--- src/rtl/demux_pkg.sv ---
// rtl/demux_pkg.sv - shared widths for the 1-to-8 demultiplexer and its 1-to-4 leaves
package demux_pkg;

    // Select width of the full demultiplexer (destination index 0..7).
    localparam int DEMUX_SEL_W  = 3;

    // Number of registered output lines.
    localparam int DEMUX_OUT_W  = 8;

    // Number of output lines handled by one leaf.
    localparam int DEMUX_LEAF_W = 4;

    // Select bits consumed inside a leaf; the remaining MSB steers between leaves.
    localparam int DEMUX_LEAF_SEL_W = DEMUX_SEL_W - 1;

endpackage : demux_pkg

--- src/rtl/demux1_4.sv ---
// rtl/demux1_4.sv - combinational 1-to-4 demultiplexer leaf
module demux1_4
    import demux_pkg::*;
(
    input  logic                        in,
    input  logic [DEMUX_LEAF_SEL_W-1:0] sel,
    output logic [DEMUX_LEAF_W-1:0]     y
);

    // Each output carries the input only when the select matches its index.
    always_comb begin
        y = '0;
        for (int k = 0; k < DEMUX_LEAF_W; k++) begin
            y[k] = in & (sel == DEMUX_LEAF_SEL_W'(k));
        end
    end

endmodule : demux1_4

--- src/rtl/demux1_8_using_1_4.sv ---
// rtl/demux1_8_using_1_4.sv - registered 1-to-8 demultiplexer built from two 1-to-4 leaves
module demux1_8_using_1_4
    import demux_pkg::*;
(
    input  logic                   clk,
    input  logic                   rst_n,
    input  logic                   in,
    input  logic [DEMUX_SEL_W-1:0] sel,
    output logic [DEMUX_OUT_W-1:0] y
);

    logic                    lo_in;
    logic                    hi_in;
    logic [DEMUX_LEAF_W-1:0] lo_y;
    logic [DEMUX_LEAF_W-1:0] hi_y;
    logic [DEMUX_OUT_W-1:0]  y_d;
    logic [DEMUX_OUT_W-1:0]  y_q;

    // Select MSB steers the input to exactly one leaf; the other leaf sees 0.
    always_comb begin
        lo_in = in & ~sel[DEMUX_SEL_W-1];
        hi_in = in &  sel[DEMUX_SEL_W-1];
    end

    demux1_4 u_leaf_lo (
        .in  (lo_in),
        .sel (sel[DEMUX_LEAF_SEL_W-1:0]),
        .y   (lo_y)
    );

    demux1_4 u_leaf_hi (
        .in  (hi_in),
        .sel (sel[DEMUX_LEAF_SEL_W-1:0]),
        .y   (hi_y)
    );

    // High leaf owns lines 7..4, low leaf owns lines 3..0.
    always_comb begin
        y_d = {hi_y, lo_y};
    end

    // Output bank loads every cycle so downstream logic sees clock-aligned lines.
    always_ff @(posedge clk or negedge rst_n) begin
        if (!rst_n) begin
            y_q <= '0;
        end else begin
            y_q <= y_d;
        end
    end

    assign y = y_q;

endmodule : demux1_8_using_1_4

--- config.mk ---
export PLATFORM = sky130hd
export DESIGN_NAME = demux1_8_using_1_4
export DESIGN_NICKNAME = d
export VERILOG_FILES = /design/src/rtl/demux_pkg.sv /design/src/rtl/demux1_4.sv /design/src/rtl/demux1_8_using_1_4.sv
export SDC_FILE = /design/constraint.sdc
export NUM_CORES = 1
export LEC_CHECK = 0
export ABC_AREA = 1
export CAP_MARGIN = 15
export CORE_AREA = 2 2 39 41
export DETAILED_ROUTE_END_ITERATION = 10
export DIE_AREA = 0 0 41 43
export PLACE_DENSITY = 0.51
export SYNTH_ARGS = -nofsm -noshare
export SYNTH_HDL_FRONTEND = slang
export SYNTH_HIERARCHICAL = 1
export SYNTH_SLANG_ARGS = --single-unit
export TNS_END_PERCENT = 5
--- constraint.sdc ---
create_clock -name clk -period 1.2 [get_ports clk]
set_input_delay 0.24 -clock clk [delete_from_list [all_inputs] [get_ports clk]]
set_output_delay 0.24 -clock clk [all_outputs]
set_load 0.02 [all_outputs]
-- Word level (Yosys, flattened, before mapping)
Index checks and enable logic that the tools add are counted.
- memories kept: 0
- bits in registers: 8
- output and inout bits: 8
- logic and storage cells: 16
- bits in read-only memories: 0
- bits in latches: 0
- input bits: 6
- RAM bits: 0
- shift operators: 0
- div/mod/pow operators: 0
- bitwise operators: 11
- equal/unequal tests: 3
- multiply operators: 0
- mux-type cells: 0
- add/subtract/negate cells: 0
- reductions and logical operators: 1
- $lt $le $gt $ge: 0
- operators with widths (cell ; count):
    AND 1 bit ; 10
    equality test 2 bit, second input constant ; 2
    equality test 2 x 1 -> 1 bit, second input constant ; 1
    logical NOT 2 bit ; 1
    NOT 1 bit ; 1

-- Depth between registers and ports, before layout
Gate-level depths: netlist (run 1).
- depth after elaboration: 3
- mapped depth: 4
- mapped depth without buffers: 4

-- By module
Netlist (run 1), hierarchy kept.
- modules (own cells, without submodules) (module ; times used ; sequential area each (sq um) ; cells an instance ; area each (sq um)):
    demux1_8_using_1_4 ; 1 ; 200.2 ; 12 ; 217.7
    demux1_4 ; 2 ; 0.0 ; 8 ; 30.0

-- Least setup slack after synthesis (run 1)
Ideal clock, no wire load.
- kind: register to output
- from: reg y_q[0], in the netlist y[0]
- to: out y[0]
- required time: 0.960 ns
- path buffers: 0
- cell stages (with the launch flop): 1
- path slack: 0.544 ns
- arrival: 0.416 ns
- path through: dfrtp_1
- RTL lines (element ; line ; source):
    start: declaration ; demux1_8_using_1_4.sv:17 ; logic [DEMUX_OUT_W-1:0] y_q;
    start signal: assignment ; demux1_8_using_1_4.sv:47 ; y_q <= y_d;
    end: declaration ; demux1_8_using_1_4.sv:9 ; output logic [DEMUX_OUT_W-1:0] y
No word-level cell between the ends.

-- Worst setup path in the final report (run 1)
- from: reg y_q[3], in the netlist y[3]
- to: out y[3]
No word-level cell between the ends.

==> results of run 1 <==
[cells by family (layout without fill, tap and decap cells)]
logic type / after synthesis / count (layout) / synth area share
buffers and inverters: 6 / 22 / 0.0811
flip-flops: 8 / 8 / 0.721
AND/OR/NAND/NOR: 14 / 14 / 0.198
[metrics by stage]
stage,power (mW),worst slack [ns],instance area (um^2),util
after floorplan,0.305,0.544,278,-
after global placement,0.345,0.0557,428,0.309
after detailed placement,0.346,0.0415,428,0.309
after CTS,0.540,0.0223,440,0.318
after global routing,0.559,0.00809,440,0.318
final,0.526,0.0454,440,0.318
[power by group through the flow]
stage                     combinational [mW]  clock [mW]  sequential [mW]
final                                 0.0568       0.190            0.278
after global placement                0.0617           0            0.283
after global routing                  0.0633       0.217            0.278
after CTS                             0.0578       0.204            0.278
after detailed placement              0.0627           0            0.283
after floorplan                       0.0128           0            0.292
[area by class of cell]
class                           instances  area (um^2)  area share
Inverter                                6         22.5      0.0511
Clock buffer                            3         22.5      0.0511
Sequential cell                         8          200       0.455
Timing Repair Buffer                   13          120       0.273
Tap cell                               16         20.0      0.0455
Multi-Input combinational cell         14         55.1       0.125
[routing by layer]
metal | global-route usage | vias up | wire, um
li1 | - | 113 | -
met1 | 0.0600 | 93 | 173
met2 | 0.0813 | 8 | 225
met3 | 0.0157 | 0 | 31
met4 | 0.0800 | 0 | 0
met5 | 0 | - | 0
[worst min path at each step]
stage               startpoint   end  slack, ns  cells past startpoint
finish                   rst_n  y[6]       0.27                      1
floorplan                rst_n  y[0]      -0.06                      0
global placement         rst_n  y[7]       0.53                      1
global route             rst_n  y[7]       0.30                      1
CTS                      rst_n  y[3]       0.27                      1
detailed placement       rst_n  y[6]       0.54                      1
[synth_stat cells (all sizes together)]
master | number | area [um^2]
nor2 | 9 | 36.3
inv | 6 | 22.5
dfrtp | 8 | 200
nand2 | 5 | 18.8
==> reports/metrics.csv, run 1 <==
metric,value,unit
clk_pin_slew_worst_paths,0.05,ns
overflow,0,
crit_path_max_fanout,1,
post-dp-hpwl,364,um
post_cts_resized,8,
leakagePower,0.267,nW
layout-drive-gt1-share,0.0909,
mostFrequentLayoutCells,"8 x dlygate4sd2_1, 8 x nor2_1, 8 x dfrtp_1",
post-cts-setup-buffers,0,
die_w,41,um
grt_pass1_vias,177,
arrival,0.91,ns
crit_family,flip-flops,
hold_ws,0.266,ns
clockRootBuffer,clkbuf_4,
initial_core_util,0.201,
status,completed,
cts_tree,done,
drt-initial-drc-count,8,
via_count,214,
grt_pass1_wl,648,um
ys_warn_count,6,
largest_reg_flops,8,
tightest_slew,0.340,ns
synthesis.area,278,um^2
cpPeakStageDelay,0.36,ns
hold_class,in -> async,
io_pins,14,
viasPerCell,3.57,
p_sw_frac,0.208,
ctsHoldBuffers,0,
path_buf_inv,1,
numCtsBuffers,3,
gp_congestion,0.694,
numClockSinks,8,
ys_ff_latch,8,
endpoint_kind,output port,
p_int,0.416,mW
vdd_drop_max,0.318,mV
powerDensity,1190,nW/um^2
max_freq,866,MHz
clk_path_buf_depth,2,
chipHeight,43,um
die_area,1760,um^2
endpoint,y[3],
period_needed,1.15,ns
track_usage,0.0599,
dpl.cell_count,57,
required,0.96,ns
cp_num_cells,1,
p_seq_frac,0.530,
syn_nets,34,
power.switching,0.109,mW
path_class,reg -> out,
avgSynthCellArea,9.92,um^2
startpoint_type,flop,
slew_viol_final,0,
fin_cells,60,
row_count,14,
path_cells,dlygate4sd2_1,
synth_cells,28,
finalCritPeriodShare,0.962,
drc,0,
relSlewSlack,0.772,
htreeDepth,1,
antenna_found_initial,0,
final_nets,52,
cp_slowest_cell,dfrtp_1,
synth_seq_area_share,0.721,
drt-pass1-iter-count,2,
drtAntennaViolNets,0,
diodes,0,
crit_path_start,y[3],
rsz0062_at_grt,no,
synth_cell_type_count,5,
tns,0,ns
core_area,1380,um^2
fillers,155,
drt_wl_total,430,um
pwr-share-clk,0.362,
pwr-share-comb,0.108,
finalHoldViolCount,0,
areaGrowthSynthToFinish,58.6,%
maxCapViolCount,0,
wl_per_cell,7.17,um
io_buffer_count,13,
grt_max_degree,9,
setup_viol,0,
(Power assumes the default switching activity.)
==> inputs of run 2 (changes only) <==
--- a/config.mk
+++ b/config.mk
@@ -7,10 +7,12 @@
 export LEC_CHECK = 0
 export ABC_AREA = 1
 export CAP_MARGIN = 15
-export CORE_AREA = 2 2 39 41
+export CELL_PAD_IN_SITES_DETAIL_PLACEMENT = 1
+export CELL_PAD_IN_SITES_GLOBAL_PLACEMENT = 2
+export CORE_MARGIN = 1.5
+export CORE_UTILIZATION = 21
 export DETAILED_ROUTE_END_ITERATION = 10
-export DIE_AREA = 0 0 41 43
-export PLACE_DENSITY = 0.51
+export PLACE_DENSITY = 0.79
 export SYNTH_ARGS = -nofsm -noshare
 export SYNTH_HDL_FRONTEND = slang
 export SYNTH_HIERARCHICAL = 1
==> run 2 against run 1 <==
Die area shrank 12%. Critical path depth is the same. Largest power group unchanged. Count of clock-buffer cells in the layout is the same. Setup slack lost 0.0017 ns.
==> reports/metrics.csv, run 2 (same netlist as run 1, synthesis figures left out) <==
metric,value,unit
maxCapViolCount,0,
via_count,225,
cpPeakStageDelay,0.36,ns
drc,0,
drt-pass1-iter-count,1,
busiest_layer,met4,
relSlewSlack,0.788,
rsz0062_at_grt,no,
use_met1,0.0819,
endpoint_kind,output port,
initial_core_util,0.237,
dpl.cell_count,55,
chipHeight,39.4,um
required,0.96,ns
ctsHoldBuffers,0,
die_w,39.4,um
period_needed,1.16,ns
crit_path_start,y[3],
fin_cells,58,
numClockSinks,8,
cp_num_cells,1,
diodes,0,
slew_viol_final,0,
numCtsBuffers,3,
tns,0,ns
mostFrequentLayoutCells,"8 x dlygate4sd2_1, 8 x nor2_1, 8 x dfrtp_1",
tightest_slew,0.317,ns
multiInputGateArea,55.1,um^2
place_worst_setup_slack,0.0434,ns
max_freq,865,MHz
clk_path_buf_depth,2,
grt_pass1_vias,241,
hold_class,in -> async,
path_class,reg -> out,
met2_usage,0.138,
setup_viol,0,
vdd_drop_max,0.275,mV
htreeDepth,1,
finalHoldViolCount,0,
final_nets,52,
drt-initial-drc-count,0,
grt_max_degree,9,
powerDensity,1200,nW/um^2
total_power,0.526,mW
post-dp-hpwl,417,um
io_buffer_count,13,
drtAntennaViolNets,0,
crit_family,flip-flops,
path_cells,dlygate4sd2_1,
track_usage,0.0936,
areaGrowthSynthToFinish,57.7,%
leakagePower,0.267,nW
fillers,138,
status,completed,
layout_setup_ws,0.0437,ns
gp_congestion,0.704,
finalCritPeriodShare,0.964,
overflow,0,
cp_slowest_cell,dfrtp_1,
layout-drive-gt1-share,0.0909,
drt_wl_total,463,um
clk_pin_slew_worst_paths,0.05,ns
path_buf_inv,1,
wl_per_cell,7.98,um
core_area,1170,um^2
io_pins,14,
largest_reg_flops,8,
met3_usage,0.0227,
startpoint_type,flop,
clockRootBuffer,clkbuf_4,
grt_pass1_wl,855,um
endpoint,y[3],
arrival,0.92,ns
cts_tree,done,
antenna_found_initial,0,
seq_area,200,um^2
row_count,12,
die_area,1550,um^2
crit_path_max_fanout,1,
viasPerCell,3.88,
run 2: cell counts in the layout (fill, tap and decap cells not counted):
Identical to the previous run, type by type.
run 2: area by class of cell:
cell class	instances	area share
repair buffers	13	0.274
clock buffers	3	0.0514
well taps	14	0.0400
multi-input cells	14	0.126
flip-flops and latches	8	0.457
inverters	6	0.0514
run 2: stage by stage:
step / area [um^2] / utilization / hold WS, ns
after global routing: 438 / 0.374 / 0.268
final: 438 / 0.374 / 0.255
after floorplan: 278 / - / -0.0556
after detailed placement: 425 / 0.363 / 0.518
after CTS: 438 / 0.374 / 0.252
after global placement: 425 / 0.363 / 0.515
run 2: how the worst min path moves through the flow:
stage | startpoint | endpoint | cells past startpoint | slack [ns]
3_5_place_dp | rst_n | y[0] | 1 | 0.52
6_report | rst_n | y[3] | 1 | 0.25
4_1_cts | rst_n | y[7] | 1 | 0.25
3_3_place_gp | rst_n | y[0] | 1 | 0.51
2_1_floorplan | rst_n | y[0] | 0 | -0.06
5_1_grt | rst_n | y[1] | 1 | 0.27
run 2: what timing repair did:
item | in CTS | in global routing
gates resized for setup | 8 | 0
buffers inserted | 0 | 0
endpoints found under the setup margin | 8 | 0
run 2: report_power, final:
group          internal (mW)  total (mW)  switching (mW)
combinational         0.0258      0.0567          0.0309
sequential             0.277       0.279         0.00153
clock                  0.113       0.191          0.0771
total                  0.416       0.526           0.109
run 2: per-layer routing:
metal | vias up | wire, um
li1 | 111 | -
met1 | 102 | 142
met2 | 12 | 265
met3 | 0 | 54
met4 | 0 | 0
met5 | - | 0
==> inputs of run 3 (changes only) <==
--- a/config.mk
+++ b/config.mk
@@ -11,8 +11,9 @@
 export CELL_PAD_IN_SITES_GLOBAL_PLACEMENT = 2
 export CORE_MARGIN = 1.5
 export CORE_UTILIZATION = 21
+export CTS_CLUSTER_DIAMETER = 100
 export DETAILED_ROUTE_END_ITERATION = 10
-export PLACE_DENSITY = 0.79
+export PLACE_DENSITY = 0.82
 export SYNTH_ARGS = -nofsm -noshare
 export SYNTH_HDL_FRONTEND = slang
 export SYNTH_HIERARCHICAL = 1
==> run 3 against run 2 <==
Critical path type unchanged. Design area unchanged. Die area unchanged. Total power is 0.30% lower. Count of clock-buffer cells in the layout is the same. Setup slack improved by 0.011 ns. Largest power group unchanged. Fmax increased by 0.93%. Combinational power grew 0.9%. Sequential power barely moved. Final cell count is the same. Wire length increased by 0.43%. Sequential cell count unchanged. Critical endpoint is now y[4]. Clock power about the same.
==> reports/metrics.csv, run 3 (same netlist as run 1, synthesis figures left out) <==
metric,value,unit
relSlewSlack,0.785,
drc,0,
crit_path_max_fanout,1,
arrival,0.91,ns
vdd_drop_max,0.375,mV
status,completed,
power.switching,0.108,mW
endpoint_kind,output port,
busiest_layer,met4,
p_sw_frac,0.206,
io_pins,14,
via_count,224,
wl_per_cell,8.02,um
tns,0,ns
finalHoldViolCount,0,
met3_usage,0.0170,
grt_max_degree,9,
final_nets,52,
startpoint_type,flop,
path_cells,dlygate4sd2_1,
mostFrequentLayoutCells,"8 x dlygate4sd2_1, 8 x nor2_1, 8 x dfrtp_1",
chipHeight,39.4,um
setup_viol,0,
cp_slowest_cell,dfrtp_1,
viasPerCell,3.86,
path_buf_inv,1,
die_area,1550,um^2
diodes,0,
row_count,12,
p_int,0.416,mW
io_buffer_count,13,
clk_path_buf_depth,2,
core_area,1170,um^2
grt_pass1_vias,194,
crit_family,flip-flops,
die_w,39.4,um
overflow,0,
clockRootBuffer,clkbuf_4,
grt_pass1_wl,703,um
finalCritPeriodShare,0.955,
pwr-share-clk,0.360,
met2_usage,0.125,
hold_class,in -> async,
cts_tree,done,
post-cts-setup-buffers,0,
total_power,0.524,mW
htreeDepth,1,
rsz0062_at_grt,no,
numCtsBuffers,3,
clk_pin_slew_worst_paths,0.05,ns
powerDensity,1200,nW/um^2
crit_path_start,y[4],
pwr-share-comb,0.109,
slew_viol_final,0,
tightest_slew,0.322,ns
cpPeakStageDelay,0.35,ns
post-dp-hpwl,391,um
drt-pass1-iter-count,1,
use_met1,0.0605,
post_cts_resized,8,
max_freq,873,MHz
layout-drive-gt1-share,0.0909,
initial_core_util,0.237,
period_needed,1.15,ns
numClockSinks,8,
gp_congestion,0.662,
antenna_found_initial,0,
drtAntennaViolNets,0,
largest_reg_flops,8,
track_usage,0.0852,
ctsHoldBuffers,0,
path_class,reg -> out,
fillers,135,
required,0.96,ns
p_seq_frac,0.531,
areaGrowthSynthToFinish,57.7,%
drt-initial-drc-count,0,
drt_wl_total,465,um
final_core_utilization,0.374,
leakagePower,0.267,nW
maxCapViolCount,0,
[run 3: stage by stage]
stage | hold WS [ns] | instance area, um^2 | worst slack (ns) | std cells
3_3_place_gp | 0.515 | 425 | 0.0671 | 55
6_report | 0.258 | 438 | 0.0543 | 58
2_1_floorplan | -0.0556 | 278 | 0.544 | 28
5_1_grt | 0.264 | 438 | 0.0100 | 58
4_1_cts | 0.254 | 438 | 0.0370 | 58
3_5_place_dp | 0.519 | 425 | 0.0579 | 55
[run 3: layout make-up]
type,count,area [um^2],area share
multi-input combinational,14,55.1,0.126
inverter,6,22.5,0.0514
tap,14,17.5,0.0400
sequential,8,200,0.457
timing repair buffer,13,120,0.274
clock buffer,3,22.5,0.0514
[run 3: worst max path at each step]
stage,depth (start not counted),endpoint
floorplan,0,y[0]
global placement,1,y[4]
detailed placement,1,y[4]
CTS,1,y[4]
global route,1,y[4]
finish,1,y[4]
[run 3: power groups by stage]
stage	clock [mW]	sequential, mW	combinational [mW]
floorplan	0	0.292	0.0128
global placement	0	0.283	0.0610
detailed placement	0	0.283	0.0632
CTS	0.202	0.278	0.0584
global route	0.218	0.278	0.0631
finish	0.189	0.278	0.0572
[run 3: routing by layer]
metal	wire, um	vias up
li1	-	110
met1	135	94
met2	227	16
met3	55	4
met4	46	0
met5	0	-
